### config.mk
export PLATFORM = sky130hd
export DESIGN_NAME = addr_decode_prog_multi
export DESIGN_NICKNAME = d
export VERILOG_FILES = /design/src/rtl/addr_decode_prog_multi.sv
export SDC_FILE = /design/constraint.sdc
export NUM_CORES = 1
export LEC_CHECK = 0
export CAP_MARGIN = 20
export CORE_MARGIN = 3
export CORE_UTILIZATION = 50
export CTS_CLUSTER_SIZE = 20
export DETAILED_ROUTE_END_ITERATION = 7
export HOLD_SLACK_MARGIN = 0.15
export PLACE_DENSITY_LB_ADDON = 0.15
export SYNTH_ARGS = -nofsm -noshare
export SYNTH_HDL_FRONTEND = slang
export SYNTH_SLANG_ARGS = --single-unit
### constraint.sdc
create_clock -name clk -period 8.3 [get_ports clk]
set_input_delay 1.66 -clock clk [delete_from_list [all_inputs] [get_ports clk]]
set_output_delay 1.66 -clock clk [all_outputs]
set_load 0.02 [all_outputs]
### src/rtl/addr_decode_prog_multi.sv
// addr_decode_prog_multi: programmable N-window fetch address decoder with registered one-hot select and fault log
// Ports: clk, rst_n (async, active low); req_valid_i/req_addr_i request; cfg_we_i/cfg_sel_i/cfg_is_limit_i/cfg_data_i
// table write; cfg_lock_i freezes table until reset; fault_clr_i clears fault state; rsp_valid_o/hit_o/cs_o/local_addr_o
// registered decode; fault_sticky_o/fault_addr_o/fault_cause_o/fault_count_o fault log.
// Optional feature: define ADDR_DEC_ALIGN_CHECK_EN to fault word-misaligned requests (cause 10).
module addr_decode_prog_multi #(
  parameter int AW = 32,
  parameter int N_REGIONS = 4,
  parameter int CW = 8,
  parameter logic [AW-1:0] DEF_BASE0 = 32'h18C0,
  parameter logic [AW-1:0] DEF_LIMIT0 = 32'h1CBF,
  localparam int SW = N_REGIONS > 1 ? $clog2(N_REGIONS) : 1
) (
  input  logic                 clk,
  input  logic                 rst_n,
  input  logic                 req_valid_i,
  input  logic [AW-1:0]        req_addr_i,
  input  logic                 cfg_we_i,
  input  logic [SW-1:0]        cfg_sel_i,
  input  logic                 cfg_is_limit_i,
  input  logic [AW-1:0]        cfg_data_i,
  input  logic                 cfg_lock_i,
  input  logic                 fault_clr_i,
  output logic                 rsp_valid_o,
  output logic                 hit_o,
  output logic [N_REGIONS-1:0] cs_o,
  output logic [AW-1:0]        local_addr_o,
  output logic                 fault_sticky_o,
  output logic [AW-1:0]        fault_addr_o,
  output logic [1:0]           fault_cause_o,
  output logic [CW-1:0]        fault_count_o
);
  logic [AW-1:0] base_q [N_REGIONS];
  logic [AW-1:0] limit_q [N_REGIONS];
  logic [AW-1:0] base_d [N_REGIONS];
  logic [AW-1:0] limit_d [N_REGIONS];
  logic lock_q, lock_d, cfg_wr;
  logic win_hit, mis, hit_c, fault;
  logic [N_REGIONS-1:0] win_cs;
  logic [AW-1:0] win_off;
  logic rsp_valid_q, rsp_valid_d, hit_q, hit_d, sticky_q, sticky_d;
  logic [N_REGIONS-1:0] cs_q, cs_d;
  logic [AW-1:0] local_q, local_d, faddr_q, faddr_d;
  logic [1:0] cause_q, cause_d;
  logic [CW-1:0] count_q, count_d, count_inc;
`ifdef ADDR_DEC_ALIGN_CHECK_EN
  assign mis = req_addr_i[1:0] != 2'b00;
`else
  assign mis = 1'b0;
`endif
  assign cfg_wr = cfg_we_i && !lock_q && (int'(cfg_sel_i) < N_REGIONS);
  assign lock_d = lock_q | cfg_lock_i;
  always_comb begin
    for (int i = 0; i < N_REGIONS; i++) begin
      base_d[i] = (cfg_wr && !cfg_is_limit_i && cfg_sel_i == SW'(i)) ? cfg_data_i : base_q[i];
      limit_d[i] = (cfg_wr && cfg_is_limit_i && cfg_sel_i == SW'(i)) ? cfg_data_i : limit_q[i];
    end
  end
  // Scan from the top so the lowest matching index is the one left standing.
  always_comb begin
    win_hit = 1'b0;
    win_cs = '0;
    win_off = '0;
    for (int i = N_REGIONS - 1; i >= 0; i--) begin
      if (base_q[i] <= req_addr_i && req_addr_i <= limit_q[i]) begin
        win_hit = 1'b1;
        win_cs = '0;
        win_cs[i] = 1'b1;
        win_off = req_addr_i - base_q[i];
      end
    end
  end
  assign hit_c = req_valid_i && win_hit && !mis;
  assign fault = req_valid_i && !hit_c;
  assign count_inc = (count_q == {CW{1'b1}}) ? count_q : count_q + CW'(1);
  always_comb begin
    rsp_valid_d = req_valid_i;
    hit_d = hit_c;
    cs_d = hit_c ? win_cs : '0;
    local_d = hit_c ? win_off : '0;
    // A fault in the same cycle as fault_clr restarts the log at one entry.
    sticky_d = fault ? 1'b1 : fault_clr_i ? 1'b0 : sticky_q;
    faddr_d = fault ? req_addr_i : faddr_q;
    cause_d = fault ? (mis ? 2'b10 : 2'b01) : fault_clr_i ? 2'b00 : cause_q;
    count_d = fault ? (fault_clr_i ? CW'(1) : count_inc) : fault_clr_i ? '0 : count_q;
  end
  always_ff @(posedge clk or negedge rst_n) begin
    if (!rst_n) begin
      for (int i = 0; i < N_REGIONS; i++) begin
        base_q[i] <= (i == 0) ? DEF_BASE0 : {AW{1'b1}};
        limit_q[i] <= (i == 0) ? DEF_LIMIT0 : '0;
      end
      lock_q <= 1'b0;
      rsp_valid_q <= 1'b0;
      hit_q <= 1'b0;
      cs_q <= '0;
      local_q <= '0;
      sticky_q <= 1'b0;
      faddr_q <= '0;
      cause_q <= '0;
      count_q <= '0;
    end else begin
      for (int i = 0; i < N_REGIONS; i++) begin
        base_q[i] <= base_d[i];
        limit_q[i] <= limit_d[i];
      end
      lock_q <= lock_d;
      rsp_valid_q <= rsp_valid_d;
      hit_q <= hit_d;
      cs_q <= cs_d;
      local_q <= local_d;
      sticky_q <= sticky_d;
      faddr_q <= faddr_d;
      cause_q <= cause_d;
      count_q <= count_d;
    end
  end
  assign rsp_valid_o = rsp_valid_q;
  assign hit_o = hit_q;
  assign cs_o = cs_q;
  assign local_addr_o = local_q;
  assign fault_sticky_o = sticky_q;
  assign fault_addr_o = faddr_q;
  assign fault_cause_o = cause_q;
  assign fault_count_o = count_q;
endmodule
-- Word level (Yosys, flattened, before mapping)
Index checks and enable logic that the tools add are counted.
- flip-flop bits (word level): 338
- input port bits: 73
- word-level logic and storage cells: 81
- output and inout bits: 81
- bitwise operators: 1
- equal/unequal tests: 5
- order comparisons: 8
- add/subtract/negate cells: 5
- reduce and logical (&&, ||, !) cells: 23
- mux-type cells: 22
- operators with widths (operator ; number):
    <= comparator 32 bit ; 8
    2-to-1 mux 32 bit ; 5
    subtractor 32 bit ; 4
    2-to-1 mux 8 bit ; 4
    2-to-1 mux 4 bit ; 5
    logical AND 1 bit ; 17
    adder 8 x 1 -> 8 bit, second input constant ; 1
    == test 8 bit, second input constant ; 1
    2-to-1 mux 1 bit ; 6
    == test 2 bit, second input constant ; 2
    2-to-1 mux 2 bit ; 2
    logical NOT 1 bit ; 3
    == test 2 x 1 -> 1 bit, second input constant ; 1
    logical NOT 2 bit ; 1
    != test 2 bit, second input constant ; 1
    AND reduction 2 bit ; 1
    nonzero test 2 bit ; 1
    bitwise OR 1 bit ; 1

-- Longest topological paths before layout
Gate-level depths: netlist of run 1.
- depth after elaboration: 11
- gate-level depth with buffers: 17
- depth with buffers taken out: 15

-- Worst setup path after synthesis of run 1
Ideal clock, no wire load.
- path type: in2reg
- start point: input req_addr_i[0]
- end point: register count_q[3] (netlist: fault_count_o[3])
- required time: 8.175 ns
- setup time: 0.125 ns
- path buffers: 1
- stages on the path: 15
- arrival time: 4.682 ns
- slack: 3.493 ns
- path through: inv_1 > ha_1 > inv_1 > fa_1 > nand3_1 > a21oi_1 > o41ai_2 > a21oi_1 > a31oi_1 > o21a_1 > o21ai_2 > or3_1 > buf_2 > nor3b_1 > mux2_2
- cells in the longest elaborated chain, start to end: 11
- elaborated cells between the ends (all ways): 22
- classes of those cells: order compare (8); mux (5); reduce/logical (9)
- ends and longest elaborated chain (element ; line ; source):
    from (decl) ; 17 ; input logic [AW-1:0] req_addr_i,
    <= comparator 32 bit ; 65 ; if (base_q[i] <= req_addr_i && req_addr_i <= limit_q[i]) begin
    logical AND 1 bit ; 65 ;
    2-to-1 mux 1 bit (3 in series) ; 65 ;
    2-to-1 mux 1 bit * ; 65 ;
    logical AND 1 bit * ; 73 ; assign hit_c = req_valid_i && win_hit && !mis;
    logical NOT 1 bit * ; 74 ; assign fault = req_valid_i && !hit_c;
    logical AND 1 bit * ; 74 ;
    nonzero test 2 bit (no line) ; -- ;
    AND reduction 2 bit (no line) ; -- ;
    to (signal assigned) ; 115 ; count_q <= count_d;
    to (decl) ; 45 ; logic [CW-1:0] count_q, count_d, count_inc;
Every way passes the cells marked *; elsewhere a longest branch is shown, timed or not.
A chain may end at the register's enable or synchronous reset.

-- Final worst setup path of run 1
- start point: input req_addr_i[3]
- end point: register local_q[3] (netlist: local_addr_o[3])
- cells in the longest elaborated chain, start to end: 8
- elaborated cells between the ends (all ways): 26
- classes of those cells: add/sub (4); order compare (8); mux (9); reduce/logical (5)
- ends and longest elaborated chain (element ; line ; source):
    <= comparator 32 bit ; 65 ;
    logical AND 1 bit ; 65 ;
    2-to-1 mux 1 bit (3 in series) ; 65 ;
    2-to-1 mux 1 bit * ; 65 ;
    logical AND 1 bit * ; 73 ;
    net hit_c ; 38 ; logic win_hit, mis, hit_c, fault;
    2-to-1 mux 32 bit * ; 80 ; local_d = hit_c ? win_off : '0;
    net local_d[3] ; 43 ; logic [AW-1:0] local_q, local_d, faddr_q, faddr_d;
    to (signal assigned) ; 111 ; local_q <= local_d;
    to (decl) ; 43 ;
Mark *: on every way through the listed nets, which the timed path passes. The rest lies on a longest branch.

==> reports/metrics.csv, run 1 <==
metric,value,unit
min_period,6200,ps
io_buffers,152,
ys_ff_latch,336,
max-slew-margin-rel,32.3,%
fp.dieW,222,µm
cts.htree.levels,2,
rsz0062_at_grt,false,
final_nets,2999,
ys_types,77,
hold_violations,0,
cp-start-kind,input port,
postCtsSetupBuffers,0,
grt_max_degree,153,
setup_viol,0,
fmax,161,MHz
async_reset_ff_share,100,%
maxCapViolations,0,
grt_pass1_vias,19600,
drt-total-wl,73300,µm
critPathCaptureType,flop,
seqCellArea,8550,µm²
syn_nets,2858,
cts_tree,done,
clk_path_buf_depth,3,
grt_pass1_wl,112000,µm
grt-ovfl-total,0,
synthCells,2524,
finalSetupTns,0,ps
yosys_warnings,0,
synth_ff_type,dfrtp_1,
slew_violations,0,
synth_edf_count,0,
criticalPathCategory,in -> reg,
clk_latency,580,ps
fillers,4044,
multi_input_area,13300,µm²
vias_per_cell,5.98,
worst_pin_slew,1010,ps
hp-class,reg -> reg,
cts_buffers,41,
place_ws,1590,ps
ir_drop,0.212,mV
core,45700,µm²
synth_area,23200,µm²
area_growth,15.2,%
cts_hold_buffers,0,
initial_utilization,50.9,%
cts_resized,0,
path_max_fanout,20,
antenna_found_initial,3,
via_count,19700,
die_y,222,µm
ant_nets,0,
period_share,74.6,%
finalClockSkew,20.4,ps
cp.arrival,6630,ps
cts_root_buf,clkbuf_16,
drt-initial-drc-count,1644,
setup_ws,2100,ps
firstDrtPassIters,5,
wl_per_cell,22.2,µm
track_usage,29.2,%
syn_avg_cell_area,9.21,µm²
gp_congestion,0.949,
rows,78,
finish.utilization,58.7,%
dp_hpwl,56100,µm
drcViolationCount,0,
clkTransAtPathRegs,60,ps
outcome,"complete, no violations",
drive_gt1_share,14.5,%
ys_seq_area_share,36.8,%
cp.required,8730,ps
leakagePower,12.1,nW
io_pins,154,
power_density,197,nW/µm²
cts_sinks,336,
die_area,49100,µm²
-- worst paths after layout --
kind | from | endpoint | slack [ps] | depth (start not counted)
setup / recovery | req_addr_i[3] | local_addr_o[3] | 2100 | 14
hold / removal | lock_q | lock_q | 490 | 1
setup reg to reg | base_q[64] | local_addr_o[3] | 3550 | 15
hold reg to reg | lock_q | lock_q | 490 | 1
max in group asynchronous | rst_n | fault_addr_o[30] | 5640 | 2
min in group asynchronous | rst_n | base_q[97] | 1120 | 1
-- cell usage after synthesis, types with 6 or more instances --
| cell type | n | share of area [%] |
|---|---|---|
| o22ai_1 | 17 | 0.46 |
| nor2b_1 | 20 | 0.54 |
| nand3_1 | 36 | 0.77 |
| mux2_2 | 167 | 8.1 |
| xnor2_1 | 65 | 2.4 |
| a2111oi_0 | 9 | 0.34 |
| nand2_1 | 244 | 3.9 |
| buf_1 | 8 | 0.13 |
| clkbuf_1 | 56 | 0.90 |
| o21ai_0 | 235 | 5.1 |
| dfrtp_1 | 226 | 24 |
| nor4_1 | 7 | 0.19 |
| a221oi_1 | 14 | 0.53 |
| o21bai_1 | 21 | 0.68 |
| nand2b_1 | 17 | 0.46 |
| buf_2 | 9 | 0.19 |
| a21o_1 | 64 | 2.1 |
| inv_1 | 290 | 4.7 |
| a21oi_1 | 184 | 4.0 |
| and3_1 | 21 | 0.57 |
| nor3b_1 | 7 | 0.23 |
| or3_1 | 14 | 0.38 |
| o221ai_1 | 6 | 0.23 |
| o211ai_1 | 23 | 0.74 |
| a31oi_1 | 11 | 0.30 |
| xor2_1 | 45 | 1.7 |
| or4_1 | 9 | 0.29 |
| a211oi_1 | 29 | 0.94 |
| ha_1 | 257 | 14 |
| nor2_1 | 89 | 1.4 |
| o21a_1 | 16 | 0.52 |
| nor3_1 | 28 | 0.60 |
| dfstp_2 | 110 | 12 |
| o31ai_1 | 9 | 0.29 |
| nand4_1 | 56 | 1.5 |
-- routing by layer --
metal	share of wire [%]	up-vias	track usage [%]
met5	0	-	0
met4	3.0	0	9.31
met3	7.7	122	5.22
met2	44	730	45.7
met1	45	9615	41.3
li1	-	9272	-
-- layout by cell type, fill, tap and decap left out, drive strengths merged, types with 6 or more instances in the layout --
cell type | Yosys | routed
nor3b | 7 | 7
or4 | 9 | 9
a221oi | 15 | 15
ha | 257 | 257
dfstp | 110 | 110
and3 | 21 | 21
a21o | 64 | 64
a21oi | 184 | 184
o21a | 16 | 16
nor2 | 89 | 89
nand3 | 37 | 37
mux2 | 167 | 167
nand2b | 17 | 17
nor4 | 7 | 7
o22ai | 17 | 17
o21ai | 240 | 240
clkbuf | 56 | 56
nor2b | 20 | 20
xnor2 | 65 | 65
nor3 | 28 | 28
a31oi | 11 | 11
nand4 | 56 | 56
dfrtp | 226 | 226
clkinv | 0 | 12
xor2 | 45 | 45
o31ai | 9 | 9
clkdlybuf4s50 | 0 | 151
nand2 | 245 | 245
a211oi | 30 | 30
inv | 291 | 293
o221ai | 6 | 6
a2111oi | 9 | 9
o21bai | 21 | 21
or3 | 14 | 14
buf | 22 | 25
o211ai | 23 | 23
-- logic make-up after synthesis --
| group | Yosys count | synth area share [%] |
|---|---|---|
| flip-flops | 336 | 36.8 |
| buffers and inverters | 369 | 6.13 |
| multiplexers | 171 | 8.26 |
| XOR/XNOR | 110 | 4.14 |
| other | 1 | 0.0161 |
| adder cells (fa/ha/maj) | 261 | 14.2 |
| AND/OR/NAND/NOR | 569 | 11.6 |
| AO/OA/AOI/OAI | 707 | 18.9 |
-- where the power goes --
part           switching, mW  total, mW  internal, mW
Clock                  0.746       1.84          1.09
Sequential            0.0828       1.91          1.83
Combinational          0.891       1.52         0.630
-- critical path, stage by stage --
cell and delay (ps):
clkdlybuf4s50_1 780, ha_1 540, a21oi_1 260, a21oi_1 140, o31ai_1 470, nand3_1 140, a211oi_1 390, a311o_1 180
buf_4 270, o21ai_2 280, o21ai_2 580, inv_2 230, nand2_1 490, o21ai_0 190
-- layout make-up --
type                    instances  share of cell area (%)
diodes                          1                 0.00934
inverters                     291                    4.08
clock inverters                20                   0.901
multi-input cells            1819                    49.7
flip-flops and latches        336                    31.9
well taps                     600                    2.80
clock buffers                  56                    4.23
repair buffers                176                    6.42
-- registers in the layout, indices dropped and copies added, names as in the netlist --
name and flops:
base_q 128, cs_o 4, fault_addr_o 32, fault_cause_o 1, fault_count_o 8, hit_o 1, limit_q 128, local_addr_o 32
lock_q 1, rsp_valid_o 1
-- through the flow --
step	cells	instance area, µm²	hold WS [ps]	total power, mW
5_1_grt	3298	26800	512	5.52
2_1_floorplan	2524	23200	452	2.79
6_report	3299	26800	494	5.27
3_3_place_gp	3222	25400	471	3.42
3_5_place_dp	3222	25400	468	3.43
4_1_cts	3298	26800	495	5.31
Power figures use the tool's default switching activity.
==> run 2: changes to the inputs <==
Clock period 8.3 ns to 5.05 ns, I/O delays scaled along.
==> run 2 against run 1 <==
Wire length is 7.7% higher. Via count is 3.7% higher. Final cell count is 4.6% higher. Die area stayed put. Combinational power is 78% higher. Flip-flop and latch count stayed put. Clock skew is 2.5 ps lower. First-iteration DRC count is 5.0% higher. Sequential share of layout area is 1.4 points lower. Critical path type unchanged. Highest routed layer unchanged.
==> reports/metrics.csv, run 2 (synthesis gave the netlist of run 1 again) <==
metric,value,unit,change
stdcell_count,3452,,was 3299
path_max_fanout,8,,was 20
fmax,218,MHz,
cts_hold_buffers,0,,unchanged
cts.htree.levels,2,,unchanged
multi_input_area,13300,µm²,unchanged
clkTransAtPathRegs,60,ps,about the same
cts_sinks,336,,unchanged
pwr-share-seq,35.3,%,was 36.2%
dp_hpwl,62400,µm,was 56100 µm
min_period,4590,ps,
gp_congestion,0.981,,was 0.949
max_stage_delay,610,ps,was 780 ps
cts_root_buf,clkbuf_16,,unchanged
vias_per_cell,5.93,,was 5.98
cp.arrival,5080,ps,was 6630 ps
final_nets,3155,,was 2999
die_y,222,µm,unchanged
hold_violations,0,,unchanged
power_frac_comb,30.4,%,was 28.9%
cts_tree,done,,unchanged
drive_gt1_share,19.1,%,was 14.5%
layout_commonest_cell,inv_1,,unchanged
cts_resized,0,,unchanged
fillers,3954,,was 4044
antenna_found_initial,0,,was 3
cp.required,5540,ps,was 8730 ps
fp.dieW,222,µm,unchanged
drt-total-wl,79000,µm,was 73300 µm
leakagePower,12.9,nW,was 12.1 nW
cp-start-kind,input port,,unchanged
rsz0062_at_grt,false,,unchanged
ir_drop,0.323,mV,was 0.212 mV
top_regs,"base_q: 128 flops, limit_q: 128 flops",,unchanged
most-common-layout-cells,"inv_1 (290), ha_1 (257), nand2_1 (244), o21ai_0 (235), dfrtp_1 (226)",,unchanged
netSwitchingFraction,32.8,%,was 32.6%
area_growth,20.6,%,was 15.2%
clk_path_buf_depth,3,,unchanged
p_sw,2.91,mW,was 1.72 mW
path_cells,clkdlybuf4s50_1 -> inv_1 -> buf_4 -> ha_1 -> inv_1 -> fa_1 -> a211oi_1 -> o211ai_1 -> nand2_1 -> o211ai_1 -> a41o_1 -> nand2_1 -> nand2_2 -> or3_2 -> or4_1 -> a21oi_1,,was clkdlybuf4s50_1 -> ha_1 -> a21oi_1 -> a21oi_1 -> o31ai_1 -> nand3_1 -> a211oi_1 -> a311o_1 -> buf_4 -> o21ai_2 -> o21ai_2 -> inv_2 -> nand2_1 -> o21ai_0
p_clk_share,34.3,%,was 34.9%
io_buffers,152,,unchanged
place_ws,-90.9,ps,was 1590 ps
die_area,49100,µm²,unchanged
setup_viol,0,,unchanged
power_density,317,nW/µm²,was 197 nW/µm²
grt_pass1_wl,120000,µm,was 112000 µm
io_pins,154,,unchanged
max-slew-margin-rel,39.0,%,was 32.3%
finalClockSkew,17.8,ps,was 20.4 ps
firstDrtPassIters,6,,was 5
core,45700,µm²,unchanged
grt_pass1_vias,19900,,was 19.6k
ant_nets,0,,unchanged
via_count,20500,,was 19.7k
worst_pin_slew,914,ps,was 1010 ps
clk_latency,590,ps,was 580 ps
diodes,0,,was 1
hold_ws,485,ps,was 494 ps
outcome,"complete, no violations",,unchanged
hp-class,reg -> reg,,unchanged
setup_ws,460,ps,was 2100 ps
track_usage,31.5,%,was 29.2%
seqCellArea,8550,µm²,unchanged
slew_violations,0,,unchanged
p_int,5.98,mW,was 3.55 mW
slowest_stage,or3_2,,was clkdlybuf4s50_1
rows,78,,unchanged
dp.cells,3379,,was 3222
grt_max_degree,109,,was 153
drt-initial-drc-count,1727,,was 1644
maxCapViolations,0,,unchanged
critPathCaptureType,flop,,unchanged
initial_utilization,50.9,%,unchanged
power.total,8.89,mW,was 5.27 mW
grt-ovfl-total,0,,unchanged
criticalPathCategory,in -> reg,,unchanged
cts_buffers,40,,was 41
postCtsSetupBuffers,0,,unchanged
wl_per_cell,22.9,µm,was 22.2 µm
drcViolationCount,0,,unchanged
period_share,90.9,%,
## run 2: changes by cell type in the layout (fill, tap and decap cells not counted), sizes merged
| cell | before | now |
|---|---|---|
| bufinv | 4 | 5 |
| diode | 1 | 0 |
| clkinv | 12 | 8 |
| buf | 25 | 182 |
| clkbuf | 56 | 57 |
| clkinvlp | 2 | 1 |
## run 2: path summary, 6_finish.rpt
kind / start / to / slack, ps / cells after the start
max: req_addr_i[0] / fault_count_o[5] / 460 / 16
min: fault_addr_o[0] / fault_addr_o[0] / 480 / 2
max reg2reg: limit_q[95] / fault_count_o[5] / 960 / 14
min reg2reg: fault_addr_o[0] / fault_addr_o[0] / 480 / 2
max in group asynchronous: rst_n / limit_q[29] / 3350 / 2
min in group asynchronous: rst_n / limit_q[3] / 490 / 1
## run 2: critical path: cells and delay by family
family          cells  cell delay (ps)
compound gates      5             1110
fa+ha+maj           2              590
buf+inv             4              830
simple gates        5             1500
## run 2: layout make-up
class / instances / area share, %
Clock buffer: 57 / 3.97
Clock inverter: 16 / 0.910
Inverter: 291 / 3.89
Multi-Input combinational cell: 1819 / 47.4
Sequential cell: 336 / 30.5
Tap cell: 600 / 2.68
Timing Repair Buffer: 333 / 10.6
## run 2: power groups by stage
stage          Clock [mW]  Combinational [mW]  Sequential (mW)
2_1_floorplan           0                1.21             3.38
3_3_place_gp            0                2.64             3.17
3_5_place_dp            0                2.65             3.17
4_1_cts              3.12                2.67             3.13
5_1_grt              3.24                2.90             3.16
6_report             3.05                2.70             3.13
## run 2: metrics by stage
step	instance area [µm²]	util (%)	TNS (ps)
after floorplan	23200	-	0
after global placement	26700	58.4	-123
after detailed placement	26700	58.4	-235
after CTS	28000	61.4	0
after global routing	28000	61.4	0
final	28000	61.4	0
## run 2: metal layers
metal | GRT usage (%) | wire length [µm]
met5 | 0 | 0
met4 | 7.62 | 1890
met3 | 5.64 | 5720
met2 | 47.4 | 33700
met1 | 47.1 | 37700
